File: src/rtl/csa_pkg.sv
// Shared helpers for the carry-save reduction tree.
// csa_ops_after(n, l): operand count left after l layers of 3:2 compression,
//                      where each group of 3 becomes 2 and 1-2 leftovers pass.
// csa_layers(n):       number of layers needed to reduce n operands to 2.
package csa_pkg;

    function automatic int csa_ops_after(input int n, input int l);
        int m;
        m = n;
        for (int i = 0; i < l; i++) begin
            m = (m / 3) * 2 + (m % 3);
        end
        return m;
    endfunction

    function automatic int csa_layers(input int n);
        int m;
        int cnt;
        m   = n;
        cnt = 0;
        while (m > 2) begin
            m   = (m / 3) * 2 + (m % 3);
            cnt = cnt + 1;
        end
        return cnt;
    endfunction

endpackage

File: src/rtl/csa_tree_acc_if.sv
// Operand/result stream bundle for csa_tree_acc.
//   in_valid/in_ready   : operand beat handshake
//   in_data             : NUM_OPS packed signed operands, operand k at [k*IN_W +: IN_W]
//   in_first/in_last    : accumulation group delimiters
//   out_valid/out_ready : result handshake
//   out_data            : signed OUT_W-bit result
// master = producer/consumer side (bench), slave = the reduction tree.
interface csa_tree_acc_if #(
    parameter int NUM_OPS = 8,
    parameter int IN_W    = 16,
    parameter int ACC_EXT = 8
);
    localparam int OUT_W = IN_W + $clog2(NUM_OPS) + ACC_EXT;

    logic                    in_valid;
    logic                    in_ready;
    logic [NUM_OPS*IN_W-1:0] in_data;
    logic                    in_first;
    logic                    in_last;
    logic                    out_valid;
    logic                    out_ready;
    logic [OUT_W-1:0]        out_data;

    modport master (
        output in_valid, in_data, in_first, in_last, out_ready,
        input  in_ready, out_valid, out_data
    );

    modport slave (
        input  in_valid, in_data, in_first, in_last, out_ready,
        output in_ready, out_valid, out_data
    );

endinterface

File: src/rtl/csa_row.sv
// Combinational W-bit 3:2 compressor row (a full-adder cell per bit).
//   a, b, c : three addends
//   sum     : bitwise a^b^c
//   carry   : bitwise majority(a,b,c) shifted left by one; bit 0 is 0 and the
//             majority MSB falls off, so sum + carry == a + b + c mod 2^W.
module csa_row #(
    parameter int W = 8
) (
    input  logic [W-1:0] a,
    input  logic [W-1:0] b,
    input  logic [W-1:0] c,
    output logic [W-1:0] sum,
    output logic [W-1:0] carry
);
    logic [W-1:0] maj;

    assign sum   = a ^ b ^ c;
    assign maj   = (a & b) | (a & c) | (b & c);
    assign carry = maj << 1;

endmodule

File: src/rtl/csa_tree_acc.sv
// Pipelined multi-operand carry-save adder tree with optional group accumulate.
//   clk, rst_n : clock, asynchronous active-low reset
//   bus        : csa_tree_acc_if slave (operand beats in, results out)
// Each beat's NUM_OPS signed operands are sign-extended to OUT_W bits and
// reduced to a sum/carry pair through LAYERS registered 3:2 layers. A final
// registered stage folds in the running accumulator and does the carry-
// propagate add; its register is both the accumulator and out_data.
// The whole pipe advances together whenever the output slot is free.
module csa_tree_acc
    import csa_pkg::*;
#(
    parameter int NUM_OPS = 8,
    parameter int IN_W    = 16,
    parameter int ACC_EXT = 8,
    parameter int ACC_EN  = 1
) (
    input logic           clk,
    input logic           rst_n,
    csa_tree_acc_if.slave bus
);
    localparam int OUT_W  = IN_W + $clog2(NUM_OPS) + ACC_EXT;
    localparam int LAYERS = csa_layers(NUM_OPS);

    logic             advance;
    logic             accept;
    logic [OUT_W-1:0] in_ext [NUM_OPS];
    logic [OUT_W-1:0] nxt    [1:LAYERS][NUM_OPS];
    logic [OUT_W-1:0] ops_q  [1:LAYERS][NUM_OPS];
    logic [LAYERS:1]  vld_q;
    logic [LAYERS:1]  first_q;
    logic [LAYERS:1]  last_q;
    logic             out_valid_q;
    logic [OUT_W-1:0] acc_q;
    logic [OUT_W-1:0] acc_base;
    logic [OUT_W-1:0] fin_sum;
    logic [OUT_W-1:0] fin_carry;
    logic [OUT_W-1:0] result;

    // Single global stall: every stage moves only when the result slot is free.
    assign advance       = !out_valid_q || bus.out_ready;
    assign accept        = bus.in_valid && advance;
    assign bus.in_ready  = advance;
    assign bus.out_valid = out_valid_q;
    assign bus.out_data  = acc_q;

    for (genvar k = 0; k < NUM_OPS; k++) begin : g_ext
        assign in_ext[k] = {{(OUT_W - IN_W){bus.in_data[k*IN_W + IN_W - 1]}},
                            bus.in_data[k*IN_W +: IN_W]};
    end

    for (genvar l = 0; l < LAYERS; l++) begin : g_layer
        localparam int N_IN  = csa_ops_after(NUM_OPS, l);
        localparam int GRP   = N_IN / 3;
        localparam int REM   = N_IN % 3;
        localparam int N_OUT = 2 * GRP + REM;

        logic [OUT_W-1:0] src [NUM_OPS];

        if (l == 0) begin : g_src_in
            assign src = in_ext;
        end else begin : g_src_reg
            assign src = ops_q[l];
        end

        for (genvar g = 0; g < GRP; g++) begin : g_row
            csa_row #(.W(OUT_W)) u_row (
                .a    (src[3*g]),
                .b    (src[3*g+1]),
                .c    (src[3*g+2]),
                .sum  (nxt[l+1][2*g]),
                .carry(nxt[l+1][2*g+1])
            );
        end

        // Operands that do not fill a group of three ride through untouched.
        for (genvar r = 0; r < REM; r++) begin : g_pass
            assign nxt[l+1][2*GRP+r] = src[3*GRP+r];
        end

        for (genvar z = N_OUT; z < NUM_OPS; z++) begin : g_zero
            assign nxt[l+1][z] = '0;
        end
    end

    // NOTE: operand and first/last registers have no reset; they are only
    // consumed when the matching valid bit (which is reset) says so.
    always_ff @(posedge clk) begin
        if (advance) begin
            first_q[1] <= bus.in_first;
            last_q[1]  <= bus.in_last;
            for (int l = 2; l <= LAYERS; l++) begin
                first_q[l] <= first_q[l-1];
                last_q[l]  <= last_q[l-1];
            end
            for (int l = 1; l <= LAYERS; l++) begin
                for (int k = 0; k < NUM_OPS; k++) begin
                    ops_q[l][k] <= nxt[l][k];
                end
            end
        end
    end

    // A group restarts from zero on first; otherwise the previous result is
    // folded in, which also covers beats arriving between groups.
    assign acc_base = (ACC_EN == 0 || first_q[LAYERS]) ? '0 : acc_q;

    csa_row #(.W(OUT_W)) u_final (
        .a    (ops_q[LAYERS][0]),
        .b    (ops_q[LAYERS][1]),
        .c    (acc_base),
        .sum  (fin_sum),
        .carry(fin_carry)
    );

    assign result = fin_sum + fin_carry;

    always_ff @(posedge clk or negedge rst_n) begin
        if (!rst_n) begin
            vld_q       <= '0;
            out_valid_q <= 1'b0;
            acc_q       <= '0;
        end else if (advance) begin
            vld_q[1] <= accept;
            for (int l = 2; l <= LAYERS; l++) begin
                vld_q[l] <= vld_q[l-1];
            end
            out_valid_q <= vld_q[LAYERS] && (ACC_EN == 0 || last_q[LAYERS]);
            if (vld_q[LAYERS]) begin
                acc_q <= result;
            end
        end
    end

endmodule

File: src/flat_wrapper.sv
// flat-port wrapper written by rule: the top's interface ports become plain ports
module csa_tree_acc_flat import csa_pkg::*;
#(
    parameter int NUM_OPS = 8,
    parameter int IN_W    = 16,
    parameter int ACC_EXT = 8,
    parameter int ACC_EN  = 1
)
  (clk, rst_n, bus_in_valid, bus_in_data, bus_in_first, bus_in_last, bus_out_ready, bus_in_ready, bus_out_valid, bus_out_data);
  csa_tree_acc_if #(.NUM_OPS(NUM_OPS), .IN_W(IN_W), .ACC_EXT(ACC_EXT)) bus_i ();
  input logic clk;
  input logic rst_n;
  input wire logic [$bits(bus_i.in_valid)-1:0] bus_in_valid;
  input wire logic [$bits(bus_i.in_data)-1:0] bus_in_data;
  input wire logic [$bits(bus_i.in_first)-1:0] bus_in_first;
  input wire logic [$bits(bus_i.in_last)-1:0] bus_in_last;
  input wire logic [$bits(bus_i.out_ready)-1:0] bus_out_ready;
  output wire logic [$bits(bus_i.in_ready)-1:0] bus_in_ready;
  output wire logic [$bits(bus_i.out_valid)-1:0] bus_out_valid;
  output wire logic [$bits(bus_i.out_data)-1:0] bus_out_data;
  assign bus_i.in_valid = bus_in_valid;
  assign bus_i.in_data = bus_in_data;
  assign bus_i.in_first = bus_in_first;
  assign bus_i.in_last = bus_in_last;
  assign bus_i.out_ready = bus_out_ready;
  assign bus_in_ready = bus_i.in_ready;
  assign bus_out_valid = bus_i.out_valid;
  assign bus_out_data = bus_i.out_data;
  csa_tree_acc #(.NUM_OPS(NUM_OPS), .IN_W(IN_W), .ACC_EXT(ACC_EXT), .ACC_EN(ACC_EN)) u_core (.clk(clk), .rst_n(rst_n), .bus(bus_i));
endmodule
File: config.mk
export PLATFORM = sky130hd
export DESIGN_NAME = csa_tree_acc_flat
export DESIGN_NICKNAME = d
export VERILOG_FILES = /design/src/rtl/csa_pkg.sv /design/src/rtl/csa_tree_acc_if.sv /design/src/rtl/csa_row.sv /design/src/rtl/csa_tree_acc.sv /design/src/flat_wrapper.sv
export SDC_FILE = /design/constraint.sdc
export NUM_CORES = 1
export LEC_CHECK = 0
export CAP_MARGIN = 5
export CORE_MARGIN = 1.5
export CORE_UTILIZATION = 47
export DETAILED_ROUTE_END_ITERATION = 8
export PLACE_DENSITY = 0.7
export SLEW_MARGIN = 0
export SYNTH_ARGS = -nofsm -noshare
export SYNTH_HDL_FRONTEND = slang
export SYNTH_HIERARCHICAL = 1
export SYNTH_SLANG_ARGS = --single-unit
File: constraint.sdc
create_clock -name clk -period 13.25 [get_ports clk]
set_input_delay 1.325 -clock clk [delete_from_list [all_inputs] [get_ports clk]]
set_output_delay 1.325 -clock clk [all_outputs]
set_load 0.1 [all_outputs]
After elaboration in Yosys (flattened, before gate mapping)
Memory sizes are Yosys's and may differ from the RTL's.
Cells that the tools add are included.
- memories: 1
- register bits: 40
- output and inout bits: 29
- bits in writable memories: 640
- word-level logic and storage cells: 64
- memory list (memory ; depth ; bits a word ; rd ports ; clocked after memory_dff ; wr ports ; line ; text):
    u_core.ops_q ; 4 ; 160 ; 4 ; 0 ; 4 ; csa_tree_acc.sv:28 ; logic [OUT_W-1:0] ops_q [1:LAYERS][NUM_OPS];
- add/sub/neg operators: 1
- multiplexer cells: 3
- bitwise logic cells: 49
- reductions and logical operators: 5
- operators with widths (cell ; number):
    bitwise AND 26 bit ; 21
    bitwise XOR 27 bit ; 14
    OR 26 bit ; 14
    adder 27 bit ; 1
    two-way mux 27 bit ; 1
    logical AND 1 bit ; 2
    two-way mux 1 bit ; 2
    AND reduction 2 bit ; 1
    zero test 1 bit ; 1
    logical OR 1 bit ; 1

Longest topological paths before layout
- depth after elaboration: 5
- mapped depth: 11
- depth with buffers taken out: 11

Cells and area by module
The synthesis kept the hierarchy.
- modules (own cells, without submodules) (module ; area an instance (um2) ; cells an instance ; instances ; sequential area each (um2)):
    csa_tree_acc ; 14525.2 ; 728 ; 1 ; 12542.0
    csa_row ; 555.5 ; 29 ; 7 ; 0.0

Least setup slack after synthesis
OpenSTA, ideal clock, no wires.
- path type: in2reg
- start point: input port bus_out_ready
- end point: register u_core.acc_q[15] (netlist: u_core/bus.out_data[15])
- stages on the path: 5
- path buffers: 1
- arrival: 15.888 ns
- setup slack: -2.709 ns
- cells stage by stage: nand2b_1 > clkbuf_1 > nand2_1 > or4_1 > nand3_1
- longest elaborated chain between the ends: 2
- RTL lines (element ; line ; text):
    start, declared ; flat_wrapper.sv:17 ; input wire logic [$bits(bus_i.out_ready)-1:0] bus_out_ready;
    logical OR 1 bit ; csa_tree_acc.sv:40 ; assign advance = !out_valid_q || bus.out_ready;
    named net bus_in_ready ; flat_wrapper.sv:18 ; output wire logic [$bits(bus_i.in_ready)-1:0] bus_in_ready;
    AND reduction 2 bit (no line) ; - ;
    end signal, assigned ; csa_tree_acc.sv:129 ; acc_q <= result;
    end, declared ; csa_tree_acc.sv:33 ; logic [OUT_W-1:0] acc_q;
The timed path passes the listed nets, and every way through them passes these cells.
A chain may end at the register's enable or synchronous reset.

Final worst setup path
- start point: input port bus_out_ready
- end point: output port bus_in_ready
- longest elaborated chain between the ends: 1
- RTL lines (element ; line):
    logical OR 1 bit ; csa_tree_acc.sv:40
    end, declared ; flat_wrapper.sv:18
Every way passes these cells.

==> flow_summary.rst <==
.. list-table::
   :header-rows: 1

   * - Metric
     - Value
   * - Run status
     - finished, final reports clean
   * - Count of warnings emitted by yosys
     - 6
   * - Core Box Area
     - approximately 0.039 mm²
   * - Per-instance average area after synthesis
     - about 20 µm²
   * - Count of vias placed by the detailed router
     - between 8000 and 9000
   * - Total Negative Setup Slacks
     - 0 ps
   * - Number of maximum-capacitance violations
     - 0
   * - Most common cell in the netlist
     - edfxtp_1
   * - Worst slew margin
     - about a quarter
   * - Most common flop cell mapped by yosys
     - edfxtp_1
   * - Cell type contributing the most total cell area after synthesis
     - edfxtp_1
   * - Post-layout min period
     - 4852 ps
   * - Number of slew-limit violations in the final report
     - 0
   * - Period Utilization, post-route
     - roughly 37%
   * - CP startpoint
     - bus_out_ready
   * - Bufs on Longest Clock Path
     - 3
   * - Detailed Routing Iterations Pass 1
     - 5
   * - RSZ-0062 raised after global routing
     - no
   * - Placer congestion estimate
     - between 0.8 and 0.9
   * - Starting DRC count in detailed routing
     - 590
   * - Number of enable flip-flop cells after synthesis
     - around 390
   * - Final design utilization
     - a little under three fifths
   * - Data arrival time of the worst path
     - about 3500 ps
   * - Maximum resistive drop on vdd
     - approximately 120 µV
   * - Routed length per instance
     - ~18 µm
   * - Routed via count divided by cell count
     - between 5 and 6
   * - First-pass GRT wire length
     - roughly 48000 µm
   * - I/O pins
     - 163
   * - Cell area after synthesis
     - approximately 0.018 mm²
   * - Total track usage
     - between 10% and 20%
   * - LEAKAGE
     - roughly 0.0081 µW
   * - Quantity of I/O buffers inserted on ports
     - around 160
   * - Area share of the largest cell type after synthesis
     - roughly 64%
   * - Die Y
     - between 200 and 250 µm
   * - Setup slack on the worst flop-to-flop path
     - ~9400 ps
   * - TritonCTS clock tree
     - built
   * - Number of buffers created by CTS
     - 44
   * - Worst reg2reg path endpoint
     - u_core/bus.out_data[26]
   * - Effective utilization at floorplan
     - between 40% and 50%
   * - # resized after CTS
     - 0
   * - Commonest cells in the netlist
     - 391 x edfxtp_1, 183 x fa_1, 54 x nand2_1, 32 x dfrtp_1, 29 x o21ai_0
   * - Post-layout instance count excluding filler cells
     - roughly 1700
   * - CTS clock-pin slew for the worst setup and hold paths
     - about 60 ps
   * - Net count of the finished layout
     - about 1500
   * - Worst Path Required
     - roughly 12000 ps
   * - Total wire length
     - between 20000 and 30000 µm
   * - Total number of placement rows
     - 72
   * - Total placed cells including tap cells
     - around 1600
   * - Number of hold-slack violations in the final timing report
     - 0
   * - Horizontal die dimension
     - ~200 µm
   * - Synth Net Count
     - approximately 1300
   * - Top cells by area, synth
     - edfxtp_1 64%, fa_1 20%, dfrtp_1 4.3%, ha_1 1.8%, nand2_1 1.1%
   * - Via count of the first global-routing pass
     - around 9000
   * - Number of nets with antenna violations after routing
     - 0
   * - Upper clock frequency limit
     - just over 200 MHz
   * - Sink Count
     - 423
   * - Post-CTS setup repair buffer count
     - 0
   * - Final setup vio count
     - 0
   * - Total grt overflow
     - 0
   * - Critical path fanouts, max
     - 35
   * - Initial antenna violation count
     - 0
   * - Unique masters post-synth
     - 51
   * - Clock latency on the worst-skew pair
     - between 500 and 600 ps
   * - Kind of start point of the critical path
     - input port
   * - Clock Tree Root
     - clkbuf_16
   * - Post-synthesis instance total
     - slightly above 900
   * - HPWL after detailed placement
     - ~20000 µm
   * - H-tree depth
     - 2
   * - Power Density
     - about 280 mW/mm²
   * - Startpoint of the worst-slack reg-to-reg timing path
     - u_core/first_q[4]
   * - CP endpoint
     - bus_in_ready
   * - Share of async-settable or async-resettable flops after synthesis
     - around 7.6%
   * - Element type at the critical path end
     - output pin
   * - Worst R2R Path Depth
     - 10
   * - Antenna cells
     - 0
   * - Final routed DRC violation total
     - 0
   * - Synthesis-to-layout area growth
     - 19.79%
   * - Proportion of synthesized chip area in sequential cells
     - between 60 and 70%
   * - Largest net degree at the start of global routing
     - between 90 and 100
   * - Setup CP Type
     - in -> out
   * - Number of synthesized register bits
     - between 400 and 500
   * - Class of the most critical hold timing path
     - reg -> reg
   * - Die Footprint
     - 0.04037 mm²
   * - Ratio of cells with drive above 1 in the final layout
     - between 6 and 7%
   * - Tightest Pin Transition
     - between 1000 and 1500 ps
   * - Fin Clk Skew
     - 29.09 ps
   * - Hold-fix buffers at CTS
     - 0
-- through the flow --
stage | hold slack (ps) | area [µm²] | total power, µW | setup WS, ps
detailed placement | 404.5 | 20620 | 5048 | 8360
CTS | 399.5 | 22060 | 6288 | 8356
finish | 403.9 | 22060 | 6218 | 8398
global route | 417.5 | 22060 | 6685 | 8310
floorplan | 400.3 | 18420 | 4373 | 4565
global placement | 402.5 | 20620 | 4965 | 8374
-- worst max-delay path, cell delays in order --
cell and delay, ps:
clkdlybuf4s50_1 460, nand2b_4 440, clkdlybuf4s50_1 1270
-- kinds of logic after synthesis --
logic type               Yosys count  synth area share (%)
flip-flops                       423                 68.11
buffers and inverters             28                0.7542
other                              7                0.1427
AND/OR/NAND/NOR                  127                 3.377
AO/OA/AOI/OAI                    114                 4.233
multiplexers                       4                0.2446
adder cells (fa/ha/maj)          209                 21.66
XOR/XNOR                          19                 1.474
-- where the power goes --
part	total (µW)	leakage (µW)	internal (µW)	switching, µW
logic	2450	0.00299	930	1520
registers	2570	0.00440	2250	316
clock network	1200	0.000689	714	488
total	6220	0.00808	3900	2320
-- sequential cells by signal (all words and copies together) (netlist names) --
register              cells
u_core/first_q            4
u_core/vld_q              4
u_core/ops_q            383
u_core/bus.out_data      27
u_core/bus.out_valid      1
u_core/last_q             4
-- worst min path at each step --
stage,startpoint,end,slack (ps),depth (start not counted)
after floorplan,u_core/first_q[1],u_core/first_q[2],400,0
after global placement,u_core/ops_q[0][163],u_core/ops_q[0][271],400,0
after detailed placement,u_core/ops_q[0][173],u_core/ops_q[0][281],400,0
after CTS,u_core/ops_q[0][176],u_core/ops_q[0][284],400,0
after global routing,u_core/ops_q[0][176],u_core/ops_q[0][284],420,0
final,u_core/ops_q[0][181],u_core/ops_q[0][289],400,0
-- routing by layer --
metal  track usage (%)  wire length (µm)
met1             20.86             12830
met2             24.86             14590
met3             3.718              1513
met4             4.834               635
met5                 0                 0
-- cell usage in the layout (no fill, tap or decap), types with 4 or more instances in the layout --
cell type / count
a211oi_1: 7
clkdlybuf4s50_1: 162
a21oi_1: 20
nand4_1: 9
o311ai_0: 6
a221o_1: 4
o21ai_0: 29
nand2_1: 54
xnor2_1: 6
o21a_1: 8
clkbuf_16: 46
o31ai_1: 4
edfxtp_1: 391
a21o_1: 13
nor2b_1: 28
xor2_1: 6
buf_4: 7
conb_1: 7
fa_1: 183
clkinvlp_4: 4
xor3_1: 7
nor2_1: 15
mux2_2: 4
bufinv_16: 4
inv_1: 5
ha_1: 26
dfrtp_1: 32
nor3_1: 4
clkinv_1: 12
clkinv_2: 6
clkbuf_1: 8
-- cell type report --
cell class,count,area (µm²)
Inverter,5,18.77
Tap cell,518,648.1
Clock buffer,54,1181
Timing Repair Buffer,169,1674
Sequential cell,423,12540
Fill cell,2864,16590
Multi-Input combinational cell,480,5741
Clock inverter,28,252.7
No activity file was read; power rests on OpenSTA's default activity.
